<file path="config.mk">
export PLATFORM = sky130hd
export DESIGN_NAME = spider_wave_scheduler
export DESIGN_NICKNAME = d
export VERILOG_FILES = /design/src/rtl/spider_pkg.sv /design/src/rtl/frame_divider.sv /design/src/rtl/spider_wave_scheduler.sv
export SDC_FILE = /design/constraint.sdc
export NUM_CORES = 1
export LEC_CHECK = 0
export CORE_UTILIZATION = 55
export CTS_CLUSTER_DIAMETER = 100
export DETAILED_ROUTE_END_ITERATION = 8
export GPL_TIMING_DRIVEN = 0
export PLACE_DENSITY = 0.79
export SETUP_SLACK_MARGIN = 0.02
export SYNTH_ARGS = -nofsm -noshare
export SYNTH_HDL_FRONTEND = slang
export SYNTH_SLANG_ARGS = --single-unit
</file>
<file path="constraint.sdc">
create_clock -name clk25 -period 3.55 [get_ports clk25]
set_input_delay 0.71 -clock clk25 [delete_from_list [all_inputs] [get_ports clk25]]
set_output_delay 0.71 -clock clk25 [all_outputs]
set_load 0.02 [all_outputs]
</file>
<file path="src/rtl/spider_pkg.sv">
// Shared types and constants for the spider wave scheduler.
// Defaults are also read by the HUD.
package spider_pkg;

  typedef enum logic [2:0] {
    ST_IDLE   = 3'd0,
    ST_SPAWN  = 3'd1,
    ST_SETTLE = 3'd2,
    ST_RUN    = 3'd3,
    ST_GAP    = 3'd4,
    ST_DONE   = 3'd5
  } state_t;

  localparam int NUM_SPIDERS     = 4;
  localparam int DEF_BASE_PERIOD = 4;
  localparam int DEF_MIN_PERIOD  = 1;
  localparam int DEF_GAP_FRAMES  = 60;
  localparam int DEF_MAX_WAVES   = 8;

  // max(minp, base - wave) without wrapping below zero
  function automatic logic [4:0] step_period(
    input logic [3:0] wave,
    input logic [4:0] base,
    input logic [4:0] minp
  );
    logic [4:0] w;
    w = {1'b0, wave};
    if (base > w && (base - w) >= minp)
      return base - w;
    return minp;
  endfunction

endpackage

</file>
<file path="src/rtl/frame_divider.sv">
// Pause-gated frame_tick counter with a one-cycle
// terminal pulse; wraps to zero on the terminal tick.
module frame_divider (
  input  logic       clk25,
  input  logic       reset_n,
  input  logic       clr,
  input  logic       en,
  input  logic       tick,
  input  logic       pause,
  input  logic [7:0] term,
  output logic       hit
);

  logic [7:0] cnt;
  logic       adv;

  assign adv = en && tick && !pause;
  assign hit = adv && (cnt == term);

  always_ff @(posedge clk25 or negedge reset_n) begin
    if (!reset_n)
      cnt <= '0;
    else if (clr || hit)
      cnt <= '0;
    else if (adv)
      cnt <= cnt + 8'd1;
  end

endmodule

</file>
<file path="src/rtl/spider_wave_scheduler.sv">
// Wave sequencer: spawn pulse, per-frame step enable that
// speeds up each wave, clear detection and inter-wave gap.
module spider_wave_scheduler
  import spider_pkg::*;
#(
  parameter int BASE_PERIOD = DEF_BASE_PERIOD,
  parameter int MIN_PERIOD  = DEF_MIN_PERIOD,
  parameter int GAP_FRAMES  = DEF_GAP_FRAMES,
  parameter int MAX_WAVES   = DEF_MAX_WAVES
) (
  input  logic                   clk25,
  input  logic                   reset_n,
  input  logic                   frame_tick,
  input  logic                   start,
  input  logic                   pause,
  input  logic                   abort,
  input  logic [NUM_SPIDERS-1:0] spider_alive_vec,
  output logic                   reset_spider,
  output logic                   step_en,
  output logic [3:0]             wave_num,
  output logic                   wave_active,
  output logic                   game_done,
  output logic [2:0]             state_o
);

  localparam logic [3:0] LAST_WAVE = 4'(MAX_WAVES - 1);
  localparam logic [7:0] GAP_TERM  = 8'(GAP_FRAMES - 1);

  state_t     state;
  logic [4:0] period;
  logic       all_dead;
  logic       step_hit;
  logic       gap_hit;

  assign all_dead = (spider_alive_vec == '0);
  assign period   = step_period(wave_num,
                      5'(BASE_PERIOD), 5'(MIN_PERIOD));
  assign state_o  = state;

  // Clear wins over a same-cycle tick, so the step
  // counter is held off once every spider is dead.
  frame_divider u_step (
    .clk25   (clk25),
    .reset_n (reset_n),
    .clr     (abort || state != ST_RUN),
    .en      (state == ST_RUN && !all_dead),
    .tick    (frame_tick),
    .pause   (pause),
    .term    ({3'b000, period - 5'd1}),
    .hit     (step_hit)
  );

  frame_divider u_gap (
    .clk25   (clk25),
    .reset_n (reset_n),
    .clr     (abort || state != ST_GAP),
    .en      (state == ST_GAP),
    .tick    (frame_tick),
    .pause   (pause),
    .term    (GAP_TERM),
    .hit     (gap_hit)
  );

  always_ff @(posedge clk25 or negedge reset_n) begin
    if (!reset_n) begin
      state        <= ST_IDLE;
      reset_spider <= 1'b0;
      step_en      <= 1'b0;
      wave_num     <= '0;
      wave_active  <= 1'b0;
      game_done    <= 1'b0;
    end else if (abort) begin
      state        <= ST_IDLE;
      reset_spider <= 1'b0;
      step_en      <= 1'b0;
      wave_num     <= '0;
      wave_active  <= 1'b0;
      game_done    <= 1'b0;
    end else begin
      reset_spider <= 1'b0;
      step_en      <= 1'b0;
      unique case (state)
        ST_IDLE: begin
          if (start) begin
            state        <= ST_SPAWN;
            wave_num     <= '0;
            reset_spider <= 1'b1;
          end
        end
        ST_SPAWN: begin
          state       <= ST_SETTLE;
          wave_active <= 1'b1;
        end
        ST_SETTLE: state <= ST_RUN;
        ST_RUN: begin
          if (all_dead) begin
            state       <= ST_GAP;
            wave_active <= 1'b0;
          end else begin
            step_en <= step_hit;
          end
        end
        ST_GAP: begin
          if (gap_hit) begin
            if (wave_num == LAST_WAVE) begin
              state     <= ST_DONE;
              game_done <= 1'b1;
            end else begin
              state        <= ST_SPAWN;
              wave_num     <= wave_num + 4'd1;
              reset_spider <= 1'b1;
            end
          end
        end
        ST_DONE: begin
          if (start) begin
            state        <= ST_SPAWN;
            wave_num     <= '0;
            game_done    <= 1'b0;
            reset_spider <= 1'b1;
          end
        end
        default: state <= ST_IDLE;
      endcase
    end
  end

endmodule
</file>
# Word-level counts from Yosys, hierarchy flattened

Cells that the tools add are included.

Reduce and logical (&&, ||, !) cells: 26
Order comparisons: 2
Add/subtract/negate cells: 5
Mux-type cells: 34
Equality and inequality tests: 16

Operators with widths:

| operator              | count |
|---|---|
| $mux W8               | 4 |
| $ne A3 B3 Y1 const B  | 6 |
| $add A8 B1 Y8 const B | 2 |
| $mux W4               | 4 |
| $mux W3               | 5 |
| $pmux W3 S5           | 1 |
| $mux W1               | 14 |
| $mux W5               | 2 |
| $reduce_bool A3 Y1    | 3 |
| $eq A8 B5 Y1          | 1 |
| $eq A8 B6 Y1 const B  | 1 |
| $logic_and A1 B1 Y1   | 8 |
| $pmux W4 S2           | 1 |
| $reduce_and A4 Y1     | 2 |
| $eq A3 B2 Y1 const B  | 2 |
| $eq A3 B3 Y1 const B  | 2 |
| $pmux W1 S2           | 3 |
| $ge A5 B1 Y1 const B  | 1 |
| $sub A3 B4 Y5 const A | 1 |
| $sub A5 B1 Y5 const B | 1 |
| $add A4 B1 Y4 const B | 1 |
| $eq A4 B3 Y1 const B  | 1 |
| $gt A3 B4 Y1 const A  | 1 |
| $logic_not A4 Y1      | 1 |
| other kinds (10)      | 15 |

Input bits: 10
Logic and storage cells: 91
Flip-flop bits (word level): 27
Output and inout port bits: 11

# Longest topological paths before layout

Gate-level depths: netlist of run 1.

Word-level depth: 11
Depth in mapped cells: 12
Gate-level depth less buffers: 11

# Modules after synthesis

From an unflattened synthesis of run 1, not the netlist that was laid out.

Cells, all modules: 200
Area total of the unflattened synthesis: 1,919.3 sq um

By module, submodules not included:

| module                | sequential area each (sq um) | area an instance (sq um) | cells an instance | times used |
|---|---|---|---|---|
| frame_divider         | 200.2                        | 530.5                    | 53                | 2 |
| spider_wave_scheduler | 275.3                        | 858.3                    | 94                | 1 |

# Least setup slack after synthesis of run 1

Ideal clock, no wire load.

Path kind: register -> register
Start: register wave_num[0]
End: register step_en
Arrival time: 3.061 ns
Period minus slack after synthesis: 3.141 ns
Library setup time: 0.080 ns
Stages on the path, launching flop included: 13
Required time: 3.470 ns
Buffers on the path: 1
Slack: 0.409 ns
Cells stage by stage: dfrtp_1 > inv_1 > ha_1 > clkbuf_1 > or4_1 > o21ai_0 > nand2_1 > ha_1 > a21o_1 > a221oi_1 > o2111ai_1 > nor4_4 > nor3b_2

Cells in the longest elaborated chain, start to end: 11
Elaborated cells between the ends (all ways): 13
Classes of those cells: add/sub (2); order compare (2); eq/ne (1); mux (6); reduce/logical (2)

Ends and longest elaborated chain:

| element                | RTL line                           | text |
|---|---|---|
| start, declared        | spider_wave_scheduler.sv:20        | `output logic [3:0] wave_num,` |
| start signal, assigned | spider_wave_scheduler.sv:110       | `wave_num <= wave_num + 4'd1;` |
| $sub A3 B4 Y5          | spider_pkg.sv:28, spider_pkg.sv:29 |  |
| $ge A5 B1 Y1           | spider_pkg.sv:28                   | `if (base > w && (base - w) >= minp)` |
| $logic_and A1 B1 Y1    | spider_pkg.sv:28                   |  |
| $mux W1                | spider_pkg.sv:28                   |  |
| $mux W5 *              | spider_pkg.sv:30                   | `return minp;` |
| $sub A5 B1 Y5 *        | spider_wave_scheduler.sv:49        | `.term ({3'b000, period - 5'd1}),` |
| $eq A8 B5 Y1 *         | frame_divider.sv:18                | `assign hit = adv && (cnt == term);` |
| $logic_and A1 B1 Y1 *  | frame_divider.sv:18                |  |
| $mux W1 *              | spider_wave_scheduler.sv:96        | `if (all_dead) begin` |
| $mux W1 *              | spider_wave_scheduler.sv:82        | `unique case (state)` |
| $mux W1 *              | spider_wave_scheduler.sv:72        | `end else if (abort) begin` |
| end signal, assigned   | spider_wave_scheduler.sv:100       | `step_en <= step_hit;` |
| end, declared          | spider_wave_scheduler.sv:19        | `output logic step_en,` |

Every way passes the cells marked *; elsewhere a longest branch is shown, timed or not. The select of a mux whose other input is x is not followed.
A chain may end at the register's enable or synchronous reset.

# Worst setup path in the final report of run 1

Start: register wave_num[1]
End: register step_en

The elaborated chain is that of the path after synthesis.

==> results of run 1 <==
-- worst max path at each step --
stage                          to  slack, ns  depth (start not counted)
after CTS                 step_en       0.06                         12
final                     step_en       0.27                         13
after global routing      step_en       0.04                         13
after detailed placement  step_en       0.08                         12
after floorplan           step_en       0.41                         12
after global placement    step_en       0.23                         12
-- cell type report --
type                    instances  area, µm²
fillers                       219        845
repair buffers                 23        218
clock inverters                 1       7.51
multi-input cells             141        970
plain buffers                   9       55.1
clock buffers                   3       22.5
well taps                      31       38.8
flip-flops and latches         27        678
inverters                       5       18.8
-- timing repair --
item,CTS,global route
endpoints found under the setup margin,0,7
setup buffers,0,3
resized for setup,0,2
-- critical path, stage by stage, from the launching register on --
cell and delay (ns):
dfrtp_2 0.48, inv_1 0.06, ha_1 0.17, clkbuf_1 0.19
or4_1 0.47, o21ai_0 0.17, nand2_1 0.10, ha_1 0.25
a21o_1 0.20, a221oi_1 0.24, o2111ai_1 0.23, nor4_4 0.31
buf_4 0.18, nor3b_2 0.16
-- power groups by stage --
stage / combinational [mW] / clock [mW] / sequential (mW)
global placement: 0.151 / 0 / 0.334
global route: 0.177 / 0.151 / 0.331
CTS: 0.159 / 0.144 / 0.329
finish: 0.159 / 0.139 / 0.329
floorplan: 0.0835 / 0 / 0.348
detailed placement: 0.158 / 0 / 0.334
-- metal layers --
metal  vias to the layer above  GRT usage [%]  wire length (µm)
li1                        715              -                 -
met1                       705           30.2              1580
met2                        26           43.5              1830
met3                         7           2.01                89
met4                         0           12.2                71
met5                         -              0                 0
-- flip-flops by register name (all words and copies together) (netlist names) --
signal / cells
game_done: 1
u_gap.cnt: 8
state_o: 3
wave_num: 4
wave_active: 1
u_step.cnt: 8
reset_spider: 1
step_en: 1
-- stage by stage --
stage	power, mW	util, %	instance area [µm²]	hold slack (ns)
5_1_grt	0.659	70.4	2010	0.397
4_1_cts	0.632	69.7	1990	0.563
2_1_floorplan	0.432	-	1720	0.414
3_3_place_gp	0.485	68.6	1960	0.516
6_report	0.626	70.4	2010	0.350
3_5_place_dp	0.493	68.6	1960	0.534
-- logic make-up (layout without fill, tap and decap cells) --
| family | Yosys count | count (layout) | share of synthesized area, % |
|---|---|---|---|
| AO/OA/AOI/OAI | 30 | 30 | 11.9 |
| AND/OR/NAND/NOR | 82 | 82 | 28.2 |
| XOR/XNOR | 20 | 20 | 10.2 |
| buffers and inverters | 14 | 41 | 4.29 |
| flip-flops | 27 | 27 | 39.3 |
| multiplexers | 3 | 3 | 1.75 |
| adder cells (fa/ha/maj) | 6 | 6 | 4.37 |
-- layout by cell type (no fill, tap or decap), types with 2 or more instances in the layout --
cell type	instances
buf_4	4
dfrtp_2	2
dfrtp_1	25
inv_1	5
buf_6	2
buf_2	3
nand4_1	4
nand3b_1	4
o21ai_0	7
a31oi_1	3
a21oi_1	7
xor2_1	12
nor2_1	18
o31ai_1	2
nor4_4	2
a22oi_1	2
nand3_1	8
clkbuf_1	3
o2111ai_1	2
ha_1	6
or3_2	2
nor2b_1	2
nor3_1	9
or3_1	3
clkbuf_4	3
xnor2_1	8
or2_2	2
nand2b_1	3
nor4_1	5
and3_1	2
clkdlybuf4s50_1	19
or4_1	2
mux2i_1	3
nand2_1	8
==> results.json, run 1 <==
{
  "core_area_mm2": 0.00285,
  "power_density_mw_per_mm2": 312,
  "clkSinkCount": 27,
  "row_count": 19,
  "synth_cell_types": 47,
  "first_iter_violations": 77,
  "synthTopCellsByArea": "dfrtp_1 (39%), xor2_1 (6.1%), ha_1 (4.4%)",
  "seq_area_frac_synth_pct": 39.3,
  "critPathLaunch": "wave_num[1]",
  "syn-instance-count": 182,
  "place.gp.congestion": 0.828,
  "synth_top_area_share_pct": 39.3,
  "final-setup-viol-count": 0,
  "vias": 1453,
  "finalNonFillerCells": 240,
  "critPathLaunchType": "flip-flop",
  "synthesis.nets": 198,
  "antenna_cells": 0,
  "clk_pin_slew_worst_paths_ns": 0.16,
  "cts_buffer_depth": 2,
  "switching_power_mw": 0.195,
  "final.period_utilization_pct": 92.3,
  "clk_latency_ns": 0.34,
  "post_drt_wl_per_cell_um": 14.8,
  "io_pins": 21,
  "grt_usage_pct": 24.6,
  "failed_checks": "design-rule violations",
  "required_ns": 3.83,
  "place_ws_ns": 0.0804,
  "ys.flop_type": "dfrtp_1",
  "p_seq_share_pct": 52.5,
  "combinationalPowerShare_pct": 25.3,
  "syn2layout_area_growth_pct": 16.8,
  "antenna_found_initial": 0,
  "status": "finished with violations",
  "drtAntennaViolNets": 0,
  "drc_errors": 1,
  "synth-seq-cells": 27,
  "cp-end-kind": "flip-flop",
  "ys_top_cells_by_count": "dfrtp_1 (27), nor2_1 (18), xor2_1 (12), nor3_1 (9)",
  "hold_violations": 0,
  "grt_pass1_wl_um": 6400,
  "grt_overflow_total": 0,
  "die_w_um": 57.9,
  "placed_cells": 233,
  "critical_path_class": "flip-flop to flip-flop",
  "critPathMaxFanout": 10,
  "fmax_mhz": 305,
  "grt_max_degree": 28,
  "min_period_ns": 3.28,
  "synth_edf_count": 0,
  "setup_tns_ns": 0,
  "nNetsFinal": 226,
  "peakVddDrop_mv": 0.229,
  "r2r_cells": 13,
  "cts_tree": "done",
  "yosysTopAreaCell": "dfrtp_1",
  "slew_headroom_pct": 37.2,
  "p_leak_nw": 0.788,
  "grt_pass1_vias": 1505,
  "dr.pass1.iters": 6,
  "arrival_ns": 3.55,
  "dieArea_mm2": 0.00335,
  "fin_ws_ns": 0.273,
  "tightest_slew_ns": 0.934,
  "initial_core_util_pct": 60.3,
  "hpwl_um": 2710,
  "vias_per_cell": 6.05,
  "root_buffer": "clkbuf_4",
  "io_buffers": 20,
  "cts_inserted_buffers": 3,
  "cts_max_level": 1,
  "synth_area_mm2": 0.00172,
  "slew_violations": 0,
  "hp-class": "primary input to async pin",
  "wl_um": 3560,
  "ys_warn_count": 0,
  "power.internal_mw": 0.432,
  "async_flop_share_pct": 100,
  "yosysMostFrequentCell": "dfrtp_1",
  "drv_cap": 0,
  "skew_ns": 0.0140,
  "p_sw_share_pct": 31.1,
  "rrSetupSlack_ns": 0.27,
  "r2r_start": "wave_num[1]",
  "drive_gt1_share_pct": 12.9,
  "rsz0062_at_grt": "no",
  "avgSynthCellArea_um2": 9.45,
  "r2r-end": "step_en",
  "die_h_um": 57.9,
  "hold_buffers": 0,
  "p_clk_share_pct": 22.2
}
(Power assumes the default switching activity.)
==> run 2, diff against run 1 <==
--- a/config.mk
+++ b/config.mk
@@ -5,6 +5,8 @@
 export SDC_FILE = /design/constraint.sdc
 export NUM_CORES = 1
 export LEC_CHECK = 0
+export ABC_AREA = 1
+export CORE_MARGIN = 3
 export CORE_UTILIZATION = 55
 export CTS_CLUSTER_DIAMETER = 100
 export DETAILED_ROUTE_END_ITERATION = 8
==> results.json, run 2 <==
{
  "status": "finished, final reports clean",
  "first_iter_violations": 81,
  "row_count": 19,
  "synth_cell_types": 29,
  "register_area_um2": 676,
  "layout_common_cells": "nand2_1 (39), inv_1 (30), nor2_1 (30)",
  "clk_latency_ns": 0.34,
  "fin_util_pct": 68.7,
  "tightest_slew_ns": 0.600,
  "synth_top_area_share_pct": 39.8,
  "skew_ns": 0.00703,
  "grt_max_degree": 28,
  "seq_area_frac_synth_pct": 39.8,
  "globalRouteMet2Util_pct": 28.8,
  "rsz0062_at_grt": "no",
  "p_leak_nw": 0.855,
  "arrival_ns": 3.05,
  "drc_errors": 0,
  "yosysTopAreaCell": "dfrtp_1",
  "cts_tree": "done",
  "cp-end-kind": "flip-flop",
  "yosys.area_share.simple_pct": 35.1,
  "fmax_mhz": 356,
  "antenna_cells": 0,
  "r2r-end": "u_step.cnt[2]",
  "fin_ws_ns": 0.744,
  "yosysMostFrequentCell": "nand2_1",
  "min_period_ns": 2.81,
  "die_h_um": 61.6,
  "dieArea_mm2": 0.00379,
  "setup_tns_ns": 0,
  "place_ws_ns": 0.763,
  "critical_path_class": "flip-flop to flip-flop",
  "vias": 1484,
  "final_common_cell": "nand2_1",
  "peakVddDrop_mv": 0.267,
  "drv_cap": 0,
  "hold_violations": 0,
  "hold_buffers": 0,
  "drtAntennaViolNets": 0,
  "ys.flop_type": "dfrtp_1",
  "die_w_um": 61.6,
  "rrSetupSlack_ns": 0.74,
  "cts_max_level": 1,
  "dr.pass1.iters": 4,
  "cts-resized-gates": 0,
  "finalNonFillerCells": 277,
  "grt_overflow_total": 0,
  "io_pins": 21,
  "n_fill_cell": 260,
  "wl_um": 3310,
  "synth_area_mm2": 0.00170,
  "avgSynthCellArea_um2": 7.65,
  "drive_gt1_share_pct": 8.13,
  "critPathLaunchType": "flip-flop",
  "reg_top3": "u_gap.cnt: 8 flops, u_step.cnt: 8 flops, wave_num: 4 flops",
  "met1_usage_pct": 30.9,
  "synth_fa_ha_area_share_pct": 4.42,
  "syn2layout_area_growth_pct": 15.4,
  "slew_headroom_pct": 60.0,
  "placed_cells": 273,
  "ys_warn_count": 0,
  "post-cts-setup-buffers": 0,
  "syn-instance-count": 222,
  "synth-xor-area-share_pct": 4.42,
  "root_buffer": "clkbuf_4",
  "grt_util_met3_pct": 3.77,
  "r2r_cells": 15,
  "grt_usage_pct": 20.0,
  "grt_pass1_vias": 1329,
  "post_drt_wl_per_cell_um": 12.0,
  "slew_violations": 0,
  "synthesis.nets": 238,
  "core_area_mm2": 0.00285,
  "synth_edf_count": 0,
  "synth-compound-area-share_pct": 7.89,
  "final.period_utilization_pct": 79.0,
  "ys_top_cells_by_count": "nand2_1 (39), inv_1 (30), nor2_1 (30), dfrtp_1 (27), nand3_1 (23)",
  "hp-class": "primary input to async pin",
  "place.gp.congestion": 0.813,
  "r2r_start": "wave_num[0]",
  "antenna_found_initial": 0,
  "io_buffers": 20,
  "synth_top_family_by_area": "simple AND/OR/NAND/NOR gates",
  "synth-seq-cells": 27,
  "initial_core_util_pct": 59.5,
  "hpwl_um": 2540,
  "final-setup-viol-count": 0,
  "muxShareOfSynthArea_pct": 0.663,
  "critPathMaxFanout": 6,
  "power_density_mw_per_mm2": 508,
  "multiInputGateArea_um2": 891,
  "nNetsFinal": 263,
  "vias_per_cell": 5.36,
  "async_flop_share_pct": 100,
  "clk_pin_slew_worst_paths_ns": 0.15,
  "required_ns": 3.79,
  "grt_pass1_wl_um": 5730,
  "clkSinkCount": 27,
  "grt.busiest_layer": "met1",
  "cts_inserted_buffers": 3,
  "cts_buffer_depth": 2,
  "synthTopCellsByArea": "dfrtp_1 (40%), nand2_1 (8.6%), nand3_1 (6.8%)"
}
-- run 2: cell count changes in the layout (fill, tap and decap cells not counted), sizes merged, moves of 5 or more --
cell | previous run | this run
nand2 | 9 | 42
xnor2 | 8 | 0
nor4 | 7 | 1
or3 | 5 | 0
nand3 | 8 | 26
xor2 | 12 | 6
nor2 | 18 | 34
inv | 5 | 30
buf | 10 | 3
-- run 2: final cells by class --
type | instances | share of cell area [%]
sequential | 27 | 34.5
inverter | 30 | 5.75
tap | 31 | 1.98
multi-input combinational | 163 | 45.5
clock buffer | 3 | 1.15
timing repair buffer | 20 | 9.96
buffer | 2 | 0.958
clock inverter | 1 | 0.255
-- run 2: metal layers --
layer | share of wire (%) | routed length, µm
met1 | 55 | 1810
met2 | 41 | 1340
met3 | 3.9 | 128
met4 | 0.79 | 26
met5 | 0 | 0
-- run 2: logic make-up after synthesis --
| kind of cell | after synthesis |
|---|---|
| AOI/OAI and AO/OA | 25 |
| xor gates and xnor gates | 7 |
| adders and majority gates | 6 |
| buffers and inverters | 32 |
| DFF | 27 |
| muxes | 1 |
| and+or+nand+nor | 124 |
-- run 2: worst max path at each step --
stage,startpoint,to,slack (ns),cells after the start
2_1_floorplan,wave_num[0],u_step.cnt[0],1.01,15
3_3_place_gp,wave_num[0],u_step.cnt[0],0.81,15
3_5_place_dp,wave_num[0],u_step.cnt[2],0.76,15
4_1_cts,wave_num[0],u_step.cnt[2],0.73,15
5_1_grt,wave_num[0],u_step.cnt[1],0.41,15
6_report,wave_num[0],u_step.cnt[2],0.74,15
-- run 2: metrics by stage --
stage / cell area, µm² / total power, mW / hold slack, ns
2_1_floorplan: 1700 / 0.727 / 0.414
3_3_place_gp: 1940 / 0.859 / 0.525
3_5_place_dp: 1940 / 0.866 / 0.530
4_1_cts: 1960 / 1.00 / 0.564
5_1_grt: 1960 / 1.08 / 0.393
6_report: 1960 / 0.996 / 0.349
-- run 2: critical path: stages (launching register included) --
cell and delay, ns:
dfrtp_1 0.46, inv_1 0.13, ha_1 0.34, nor2_1 0.13
nand4_1 0.17, nand3_1 0.13, inv_1 0.05, ha_1 0.31
xor2_1 0.16, inv_1 0.05, nor3_1 0.21, nand2_1 0.07
nor2_1 0.14, nand3_2 0.17, nand2_2 0.14, nor2_1 0.05
-- run 2: power by group --
| group | internal, mW | switching (mW) | total [mW] |
|---|---|---|---|
| logic | 0.208 | 0.277 | 0.485 |
| registers | 0.336 | 0.0366 | 0.373 |
| clock network | 0.0424 | 0.0956 | 0.138 |
| total | 0.587 | 0.409 | 0.996 |
